==> src/rtl/chaos_perm_diffuse_engine.sv <==
// chaos_perm_diffuse_engine: keyed swap permutation + chained-XOR diffusion over an image RAM
module chaos_perm_diffuse_engine #(
    parameter int AW = 16,
    parameter int DW = 16,
    parameter int KW = 16
) (
    input  logic          clk,
    input  logic          reset,
    input  logic          start,
    input  logic          decrypt,
    input  logic [AW:0]   len,
    input  logic [DW-1:0] iv,
    output logic          busy,
    output logic          done,
    output logic [AW:0]   skip_cnt,
    output logic [AW-1:0] img_addr,
    output logic [DW-1:0] img_wdata,
    output logic          img_we,
    input  logic [DW-1:0] img_rdata,
    output logic [AW-1:0] key_addr,
    input  logic [KW-1:0] key_rdata
);
    localparam logic [3:0] S_IDLE = 4'd0;
    localparam logic [3:0] S_PK   = 4'd1;
    localparam logic [3:0] S_PI   = 4'd2;
    localparam logic [3:0] S_PJ   = 4'd3;
    localparam logic [3:0] S_PWI  = 4'd4;
    localparam logic [3:0] S_PWJ  = 4'd5;
    localparam logic [3:0] S_DR   = 4'd6;
    localparam logic [3:0] S_DW   = 4'd7;
    localparam logic [3:0] S_DONE = 4'd8;
    localparam logic [AW:0] ONE  = {{AW{1'b0}}, 1'b1};
    localparam logic [AW:0] FULL = {1'b1, {AW{1'b0}}};

    logic [3:0]    state_q, state_d;
    logic [AW:0]   i_q, i_d, n_q, n_d, skip_q, skip_d;
    logic [AW-1:0] j_q, j_d;
    logic [DW-1:0] vi_q, vi_d, prev_q, prev_d;
    logic          dec_q, dec_d, pass_q, pass_d;

    logic [AW:0]   len_c, i_step, nxt_i;
    logic [3:0]    nxt_state;
    logic [DW-1:0] diff;
    logic          swap_st, desc, last, skip;

    // shared step bookkeeping: where the next step starts and with which index
    always_comb begin
        len_c     = (len > FULL) ? FULL : len;
        swap_st   = (state_q >= S_PK) && (state_q <= S_PWJ);
        desc      = dec_q && swap_st;
        last      = desc ? (i_q == '0) : (i_q == n_q - ONE);
        i_step    = desc ? i_q - ONE : i_q + ONE;
        skip      = ({1'b0, key_rdata[AW-1:0]} >= n_q) || ({1'b0, key_rdata[AW-1:0]} == i_q);
        diff      = img_rdata ^ key_rdata[DW-1:0] ^ prev_q;
        nxt_state = !last ? (swap_st ? S_PK : S_DR) : pass_q ? S_DONE : (dec_q ? S_PK : S_DR);
        nxt_i     = !last ? i_step : (dec_q ? n_q - ONE : '0);
    end

    // sequencer next state: swap pass and diffusion pass ordered by mode
    always_comb begin
        state_d = state_q;
        i_d     = i_q;
        n_d     = n_q;
        j_d     = j_q;
        vi_d    = vi_q;
        prev_d  = prev_q;
        dec_d   = dec_q;
        pass_d  = pass_q;
        skip_d  = skip_q;
        case (state_q)
            S_IDLE: if (start) begin
                n_d     = len_c;
                dec_d   = decrypt;
                prev_d  = iv;
                pass_d  = 1'b0;
                i_d     = '0;
                skip_d  = '0;
                state_d = (len_c == '0) ? S_DONE : (decrypt ? S_DR : S_PK);
            end
            S_PK: state_d = S_PI;
            S_PI: begin
                j_d     = key_rdata[AW-1:0];
                skip_d  = skip ? skip_q + ONE : skip_q;
                state_d = skip ? nxt_state : S_PJ;
                i_d     = skip ? nxt_i : i_q;
                pass_d  = skip ? (pass_q | last) : pass_q;
            end
            S_PJ: begin
                vi_d    = img_rdata;
                state_d = S_PWI;
            end
            S_PWI: state_d = S_PWJ;
            S_PWJ: begin
                state_d = nxt_state;
                i_d     = nxt_i;
                pass_d  = pass_q | last;
            end
            S_DR: state_d = S_DW;
            S_DW: begin
                prev_d  = dec_q ? img_rdata : diff;
                state_d = nxt_state;
                i_d     = nxt_i;
                pass_d  = pass_q | last;
            end
            default: state_d = S_IDLE;
        endcase
    end

    // state registers; reset aborts any run on the spot
    always_ff @(posedge clk or posedge reset) begin
        if (reset) begin
            state_q <= S_IDLE;
            i_q     <= '0;
            n_q     <= '0;
            j_q     <= '0;
            vi_q    <= '0;
            prev_q  <= '0;
            dec_q   <= 1'b0;
            pass_q  <= 1'b0;
            skip_q  <= '0;
        end else begin
            state_q <= state_d;
            i_q     <= i_d;
            n_q     <= n_d;
            j_q     <= j_d;
            vi_q    <= vi_d;
            prev_q  <= prev_d;
            dec_q   <= dec_d;
            pass_q  <= pass_d;
            skip_q  <= skip_d;
        end
    end

    // RAM strobes decoded from the current step phase
    always_comb begin
        busy      = (state_q != S_IDLE) && (state_q != S_DONE);
        done      = state_q == S_DONE;
        skip_cnt  = skip_q;
        img_we    = (state_q == S_PWI) || (state_q == S_PWJ) || (state_q == S_DW);
        img_addr  = ((state_q == S_PJ) || (state_q == S_PWJ)) ? j_q :
                    ((state_q == S_PI) || (state_q == S_PWI) || (state_q == S_DR) || (state_q == S_DW)) ? i_q[AW-1:0] : '0;
        key_addr  = ((state_q == S_PK) || (state_q == S_DR)) ? i_q[AW-1:0] : '0;
        img_wdata = (state_q == S_PWI) ? img_rdata : (state_q == S_PWJ) ? vi_q : (state_q == S_DW) ? diff : '0;
    end
endmodule

==> config.mk <==
export PLATFORM = sky130hd
export DESIGN_NAME = chaos_perm_diffuse_engine
export DESIGN_NICKNAME = d
export VERILOG_FILES = /design/src/rtl/chaos_perm_diffuse_engine.sv
export SDC_FILE = /design/constraint.sdc
export NUM_CORES = 1
export LEC_CHECK = 0
export CORE_ASPECT_RATIO = 0.6
export CORE_MARGIN = 2
export CORE_UTILIZATION = 40
export DETAILED_ROUTE_END_ITERATION = 8
export PLACE_DENSITY = 0.71
export SYNTH_ARGS = -nofsm -noshare
export SYNTH_HDL_FRONTEND = slang
export SYNTH_SLANG_ARGS = --single-unit
==> constraint.sdc <==
create_clock -name clk -period 4.1 [get_ports clk]
set_input_delay 0.615 -clock clk [delete_from_list [all_inputs] [get_ports clk]]
set_output_delay 0.615 -clock clk [all_outputs]
set_load 0.02 [all_outputs]
==> results.yml, run 1 <==
setup_path:
  r2r_end: "i_q[15]$_DFFE_PP0P_"
  crit_path_start: "state_q[1]$_DFFE_PP0P_"
  cp_slowest_cell: "a2111oi_1"
  worstPathCellList: "or3_1, nand4_1, inv_1, ha_1, and3_1, a221o_1, a2111oi_1, buf_4, nor2_1, a31oi_1, xor2_1, nor3_1, a211o_1"
  path_max_fanout: 8
  max_stage_delay_ns: 0.49
  cp.required_ns: 4.34
  cp-end-kind: "flip-flop"
  crit_type: "flip-flop to flip-flop"
  rr_startpoint: "state_q[1]$_DFFE_PP0P_"
  cp.arrival_ns: 4.08
  reg2regPathDepth: 13
  crit_end: "i_q[15]$_DFFE_PP0P_"
  start_kind: "flip-flop"
  r2r_slack_ns: 0.26
timing:
  max_freq_mhz: 260
  period_minus_slack_ns: 3.84
  setup-violations-final: 0
  setup_tns_ns: 0
  fin_skew_ns: 0.0122
  period_share: 0.937
  rsz0062_at_grt: "no"
  slew_violations: 0
  worst_pin_slew_ns: 0.898
  slew_headroom: 0.401
  hold_viol_final: 0
route:
  viasPerCell: 5.73
  top_layer_used: "met4"
  drtAntennaViolNets: 0
  drtIter0Drc: 983
  routed-wl-met3_microns: 3780
  wl_met2_microns: 10100
  via_count: 7564
  drt-wirelength-per-cell_microns: 20.3
  wl_met1_microns: 12700
  drc: 0
  first_pass_iters: 6
  routed_wl_microns: 26800
finish:
  drive_gt1_frac: 0.0560
  diodes: 0
  nets: 1152
  syn_to_final_growth_pct: 25.1
synthesis:
  yosys-top-cells-area: "dfrtp_1 (33%), xnor2_1 (7.8%), nand2_1 (6.4%)"
  synth_area_sq_mm: 0.00785
  synth.distinct_cells: 69
  seq_area_frac_synth: 0.335
  ys.flop_type: "dfrtp_1"
  synth_warnings: 0
  synth_edf_count: 0
  synthCells: 932
  postSynthAreaPerCell_sq_um: 8.42
  syn_nets: 1035
  synthArstFlopShare: 1.00
  yosysTopAreaCell: "dfrtp_1"
  ys_ff_latch: 105
  synth_top_area_share: 0.335
floorplan:
  ios: 137
  die_h_microns: 113
  start_util: 0.410
  core_area_sq_mm: 0.0191
  die_x_microns: 185
  rows: 39
  die_area_sq_mm: 0.0208
clock_tree:
  cts-root-buf: "clkbuf_16"
  cts-buffers-inserted: 9
  cts_tree: "built"
  cts-hold-fix-buffers: 0
  cts_setup_buffers: 0
  htreeDepth: 3
  clock_path_buffers: 2
  clk_latency_ns: 0.36
  cts_resized: 0
  path_clk_slew_ns: 0.08
  clkSinkCount: 105
power:
  p_leak_nw: 4.20
  power_mw: 8.15
  power_density_mw_per_mm2: 830
  vdd_drop_max_uv: 301
grt:
  gr-total-overflow: 0
  grt_pass1_wl_microns: 41100
  antenna_found_initial: 1
  grt_max_degree: 63
  grt_usage: 0.259
  grt_pass1_vias: 6943
min_path:
  min_from: "j_q[5]$_DFFE_PP0P_"
  hold_path_class: "flip-flop to flip-flop"
placement:
  dp.final_hpwl_microns: 20200
  port_buffers: 136
  place_congestion: 0.962
flow_run:
  drv_cap: 0
status:
  status: "finished, final reports clean"
==> cell type report <==
class	instances	area, sq um
multi-input cells	732	4860
clock buffers	10	239
repair buffers	158	1540
clock inverters	6	58.8
fillers	1792	9310
flip-flops and latches	105	2630
well taps	266	333
inverters	43	164
==> kinds of logic (layout without fill, tap and decap cells) <==
| group | count (synthesis) | count (layout) | synth area share |
|---|---|---|---|
| xor gates and xnor gates | 118 | 118 | 0.133 |
| and+or+nand+nor | 345 | 345 | 0.217 |
| AOI/OAI and AO/OA | 206 | 206 | 0.174 |
| adders and majority gates | 34 | 34 | 0.0551 |
| muxes | 29 | 29 | 0.0376 |
| buffers and inverters | 95 | 217 | 0.0480 |
| DFF | 105 | 105 | 0.335 |
==> power breakdown <==
part	internal (mW)	switching, mW
logic	2.22	3.01
clock network	0.446	0.439
registers	1.45	0.582
==> worst min path at each step <==
stage | end | cells after the start
after CTS | j_q[5]$_DFFE_PP0P_ | 2
after floorplan | j_q[10]$_DFFE_PP0P_ | 2
after global placement | j_q[5]$_DFFE_PP0P_ | 2
after detailed placement | j_q[5]$_DFFE_PP0P_ | 2
final | j_q[5]$_DFFE_PP0P_ | 2
after global routing | j_q[3]$_DFFE_PP0P_ | 2
==> critical path, delay by kind of cell, from the launching register on <==
family | cells | cell delay [ns]
AO/OA/AOI/OAI | 4 | 1.39
AND/OR/NAND/NOR | 5 | 0.95
buffers and inverters | 2 | 0.42
flip-flops | 1 | 0.39
adder cells (fa/ha/maj) | 1 | 0.39
XOR/XNOR | 1 | 0.20
==> cells in the mapped netlist (all sizes together) (4+ instances only) <==
cell type / n
a211o: 6
a211oi: 5
a21o: 5
a21oi: 54
a22o: 33
a31oi: 6
and2: 17
and3: 12
and4: 4
buf: 14
clkbuf: 38
dfrtp: 105
ha: 33
inv: 43
mux2: 4
mux2i: 25
nand2: 134
nand2b: 7
nand3: 22
nand4: 15
nor2: 59
nor2b: 6
nor3: 25
nor4: 19
nor4b: 5
o211ai: 6
o21ai: 51
o22ai: 15
or3: 5
or4: 4
xnor2: 70
xor2: 47
==> registers in the layout (all words and copies together), names as in the netlist <==
| register | count |
|---|---|
| state_q | 4 |
| vi_q | 16 |
| dec_q | 1 |
| pass_q | 1 |
| i_q | 17 |
| j_q | 16 |
| prev_q | 16 |
| skip_cnt | 17 |
| n_q | 17 |
==> stage by stage <==
stage               hold WS, ns  setup slack [ns]  instance area (sq um)  utilization  instances
finish                    0.486             0.257                   9820        0.513       1320
global route              0.506            0.0574                   9820        0.513       1320
CTS                       0.485             0.225                   9820        0.513       1320
detailed placement        0.465             0.269                   9520        0.498       1304
global placement          0.463             0.351                   9520        0.498       1304
floorplan                 0.446             0.362                   7850            -        932
==> cell usage in the layout (no fill, tap or decap), drive strengths merged, types with 10 or more instances in the layout <==
cell type,count
nor2,59
and3,12
a21oi,54
clkdlybuf4s50,136
nor3,25
o22ai,15
xnor2,70
and2,17
o21ai,51
nand2,134
nor4,19
ha,33
xor2,47
buf,22
nand3,22
inv,47
nand4,15
a22o,33
dfrtp,105
clkbuf,10
mux2i,25
==> routing by layer <==
| metal | vias up | GRT usage |
|---|---|---|
| li1 | 3534 | - |
| met1 | 3556 | 0.417 |
| met2 | 450 | 0.331 |
| met3 | 24 | 0.0892 |
| met4 | 0 | 0.0333 |
| met5 | - | 0 |
Note: power is estimated with default switching activity, not from simulation.
==> run 2, diff against run 1 <==
SETUP_SLACK_MARGIN = 0.3   (was not set)
clock period = 4.8 ns   (was 4.1 ns; I/O delays follow)
==> results.yml, run 2 (same netlist as run 1, synthesis figures left out) <==
setup_path:
  cp-end-kind: "flip-flop"
  r2r_slack_ns: 0.47
  reg2regPathDepth: 12
  r2r_end: "i_q[15]$_DFFE_PP0P_"
  path_max_fanout: 16
  start_kind: "flip-flop"
  rr_startpoint: "state_q[2]$_DFFE_PP0P_"
  cp.required_ns: 5.04
  crit_type: "flip-flop to flip-flop"
  cp.arrival_ns: 4.57
finish:
  drive_gt1_frac: 0.0497
  postLayoutCellArea_sq_mm: 0.00975
  nFillCells: 1815
  multi_input_area_sq_mm: 0.00486
  mostFrequentLayoutCells: "clkdlybuf4s50_1 (136), nand2_1 (134), dfrtp_1 (105), xnor2_1 (70), nor2_1 (58)"
  final_common_cell: "clkdlybuf4s50_1"
  nets: 1145
  regArea_sq_mm: 0.00263
  syn_to_final_growth_pct: 24.2
clock_tree:
  clock_path_buffers: 2
  cts-root-buf: "clkbuf_16"
  cts-buffers-inserted: 9
  cts_setup_buffers: 0
  clkSinkCount: 105
  cts-hold-fix-buffers: 0
  clk_latency_ns: 0.36
  path_clk_slew_ns: 0.08
  cts_tree: "built"
  htreeDepth: 3
  cts_resized: 0
route:
  drc: 0
  routed-wl-met3_microns: 3470
  viasPerCell: 5.72
  drtAntennaViolNets: 0
  drt-wirelength-per-cell_microns: 20.3
  routed_wl_microns: 26600
  drtIter0Drc: 820
  wl_met2_microns: 9880
  via_count: 7520
  top_layer_used: "met4"
  wl_met1_microns: 13100
  first_pass_iters: 7
grt:
  grt_pass1_vias: 6819
  grt_max_degree: 53
  gr-total-overflow: 0
  grt_pass1_wl_microns: 40800
  grt_usage: 0.257
  antenna_found_initial: 0
min_path:
  hold_path_class: "flip-flop to flip-flop"
  min_path_cells: 2
  hold_path_end: "j_q[7]$_DFFE_PP0P_"
  min_from: "j_q[7]$_DFFE_PP0P_"
timing:
  rsz0062_at_grt: "no"
  slew_headroom: 0.263
  setup-violations-final: 0
  period_share: 0.902
  period_minus_slack_ns: 4.33
  setup_tns_ns: 0
  slew_violations: 0
  fin_skew_ns: 0.0106
  max_freq_mhz: 231
  hold_viol_final: 0
  worst_hold_slack_ns: 0.485
  worst_pin_slew_ns: 1.10
floorplan:
  die_area_sq_mm: 0.0208
  ios: 137
  die_x_microns: 185
  start_util: 0.410
  core_area_sq_mm: 0.0191
  die_h_microns: 113
  rows: 39
power:
  p_leak_nw: 4.17
  vdd_drop_max_uv: 271
  power_density_mw_per_mm2: 703
flow_run:
  drv_cap: 0
placement:
  port_buffers: 136
  dp.final_hpwl_microns: 20100
  place_congestion: 0.973
  post_dp_cell_area_sq_mm: 0.00946
status:
  status: "finished, final reports clean"
## run 2: cell count changes in the layout (fill, tap and decap cells not counted), sizes merged
| cell | delta |
|---|---|
| buf | -7 |
| clkbuf | -1 |
| clkinv | +1 |
| diode | +1 |
## run 2: worst max-delay path, stage by stage (launching register included)
cell	delay (ns)
dfrtp_1	0.51
or3_1	0.44
nand4_1	0.27
inv_1	0.37
ha_1	0.47
and3_1	0.21
a221o_1	0.36
a2111oi_0	0.64
nor2_1	0.19
a31oi_1	0.24
xor2_1	0.17
nor3_1	0.06
a211o_1	0.29
## run 2: cell type report
class,instances,area share
diodes,1,0.000257
flip-flops and latches,105,0.269
clock buffers,9,0.0231
clock inverters,7,0.00718
well taps,266,0.0341
multi-input cells,732,0.498
repair buffers,151,0.151
inverters,43,0.0168
## run 2: worst max path at each step
stage / start / endpoint / slack [ns] / depth (start not counted)
6_report: state_q[2]$_DFFE_PP0P_ / i_q[15]$_DFFE_PP0P_ / 0.47 / 12
5_1_grt: state_q[2]$_DFFE_PP0P_ / i_q[15]$_DFFE_PP0P_ / 0.30 / 12
4_1_cts: state_q[2]$_DFFE_PP0P_ / i_q[15]$_DFFE_PP0P_ / 0.54 / 12
3_5_place_dp: state_q[2]$_DFFE_PP0P_ / i_q[15]$_DFFE_PP0P_ / 0.56 / 12
3_3_place_gp: state_q[2]$_DFFE_PP0P_ / i_q[15]$_DFFE_PP0P_ / 0.66 / 12
2_1_floorplan: state_q[1]$_DFFE_PP0P_ / i_q[15]$_DFFE_PP0P_ / 1.06 / 13
## run 2: layer usage
layer	vias up	global-route usage
li1	3515	-
met1	3600	0.418
met2	388	0.327
met3	17	0.0850
met4	0	0.0302
met5	-	0
## run 2: power breakdown
group / internal, mW / switching (mW) / leakage [nW]
logic: 1.85 / 2.50 / 2.70
registers: 1.24 / 0.515 / 1.32
clock network: 0.369 / 0.380 / 0.143
total: 3.46 / 3.40 / 4.17
## run 2: per-stage QoR
step / cells / power, mW / utilization / worst slack, ns
5_1_grt: 1313 / 7.33 / 0.510 / 0.303
3_5_place_dp: 1297 / 6.01 / 0.494 / 0.557
2_1_floorplan: 932 / 4.61 / - / 1.06
4_1_cts: 1313 / 6.78 / 0.510 / 0.540
6_report: 1314 / 6.85 / 0.510 / 0.470
3_3_place_gp: 1297 / 5.97 / 0.494 / 0.659
==> run 3, diff against run 2 <==
PLACE_DENSITY = not set   (was 0.71)
==> results.yml, run 3 (same netlist as run 1, synthesis figures left out) <==
setup_path:
  cp-end-kind: "flip-flop"
  cp.required_ns: 5.05
  path_max_fanout: 8
  cp.arrival_ns: 4.40
  r2r_slack_ns: 0.65
  crit_type: "flip-flop to flip-flop"
  start_kind: "flip-flop"
route:
  drtAntennaViolNets: 0
  first_pass_iters: 8
  drtIter0Drc: 677
  routed_wl_microns: 26500
  via_count: 7404
  viasPerCell: 5.62
  drt-wirelength-per-cell_microns: 20.1
  drc: 0
finish:
  drive_gt1_frac: 0.0551
  postLayoutCoreUtil: 0.515
  nets: 1150
  diodes: 0
  mostFrequentLayoutCells: "clkdlybuf4s50_1 (136), nand2_1 (134), dfrtp_1 (105), xnor2_1 (70), nor2_1 (58)"
  syn_to_final_growth_pct: 25.4
  final_common_cell: "clkdlybuf4s50_1"
  nFillCells: 1845
grt:
  grt_pass1_wl_microns: 41200
  grt_usage: 0.262
  gr-total-overflow: 0
  antenna_found_initial: 0
  grt_max_degree: 59
  grt_pass1_vias: 6752
power:
  p_leak_nw: 4.21
  power_density_mw_per_mm2: 708
  power_mw: 6.97
  vdd_drop_max_uv: 291
clock_tree:
  cts-root-buf: "clkbuf_16"
  htreeDepth: 3
  clkSinkCount: 105
  clk_latency_ns: 0.36
  path_clk_slew_ns: 0.08
  cts_tree: "built"
  clock_path_buffers: 2
  cts-buffers-inserted: 9
  cts-hold-fix-buffers: 0
timing:
  max_freq_mhz: 241
  worst_hold_slack_ns: 0.484
  rsz0062_at_grt: "no"
  period_share: 0.864
  period_minus_slack_ns: 4.15
  fin_skew_ns: 0.0113
  setup-violations-final: 0
  setup_tns_ns: 0
  worst_pin_slew_ns: 0.993
  slew_headroom: 0.335
  slew_violations: 0
  hold_viol_final: 0
  setup_slack_ns: 0.651
placement:
  place_ws_ns: 0.448
  port_buffers: 136
  dp.final_hpwl_microns: 20000
  place_congestion: 0.956
floorplan:
  die_area_sq_mm: 0.0208
  die_x_microns: 185
  rows: 39
  core_area_sq_mm: 0.0191
  die_h_microns: 113
  start_util: 0.410
  ios: 137
status:
  status: "finished, final reports clean"
flow_run:
  drv_cap: 0
min_path:
  hold_path_class: "flip-flop to flip-flop"
## run 3: layout make-up
class                           instances  area, sq um  area share
Inverter                               43          168      0.0170
Clock inverter                          7          109      0.0111
Multi-Input combinational cell        732         4860       0.494
Tap cell                              266          333      0.0338
Clock buffer                            9          225      0.0229
Sequential cell                       105         2630       0.267
Timing Repair Buffer                  156         1520       0.155
## run 3: power breakdown
| part | total (mW) | leakage (nW) | internal (mW) | switching (mW) |
|---|---|---|---|---|
| Combinational | 4.38 | 2.72 | 1.88 | 2.49 |
| Clock | 0.843 | 0.164 | 0.470 | 0.373 |
| Sequential | 1.75 | 1.32 | 1.24 | 0.515 |
## run 3: final timing paths
path                                        startpoint                    to  depth (start not counted)
worst max-delay path            state_q[1]$_DFFE_PP0P_   i_q[13]$_DFFE_PP0P_                         14
worst min-delay path               j_q[13]$_DFFE_PP0P_   j_q[13]$_DFFE_PP0P_                          2
worst max register to register  state_q[1]$_DFFE_PP0P_   i_q[13]$_DFFE_PP0P_                         14
worst min register to register     j_q[13]$_DFFE_PP0P_   j_q[13]$_DFFE_PP0P_                          2
max in group asynchronous                        reset     dec_q$_DFFE_PP0P_                          3
min in group asynchronous                        reset  vi_q[11]$_DFFE_PP0P_                          2
## run 3: worst max-delay path: stages (launching register included)
cell and delay, ns:
dfrtp_1 0.51, or3_1 0.46, nand4_1 0.37, clkinvlp_4 0.15, buf_4 0.19, buf_12 0.14
ha_1 0.31, o21ai_1 0.27, a21oi_1 0.16, a2111oi_1 0.57, o31ai_1 0.17, a21oi_1 0.20
xor2_1 0.18, nor3_1 0.06, a211o_1 0.29
## run 3: per-layer routing
metal	vias to the layer above	share of wire	global-route usage
met5	-	0	0
met4	0	0.0097	0.0429
met3	20	0.098	0.0675
met2	326	0.38	0.332
met1	3523	0.52	0.436
li1	3535	-	-
## run 3: timing repair
item	4_1_cts	5_1_grt
endpoints found under the setup margin	0	3
resized for setup	0	2
buffers inserted	0	3
## run 3: metrics by stage
stage               instances  instance area (sq um)
finish                   1318                   9850
global route             1318                   9850
global placement         1299                   9470
floorplan                 932                   7850
CTS                      1315                   9810
detailed placement       1299                   9470
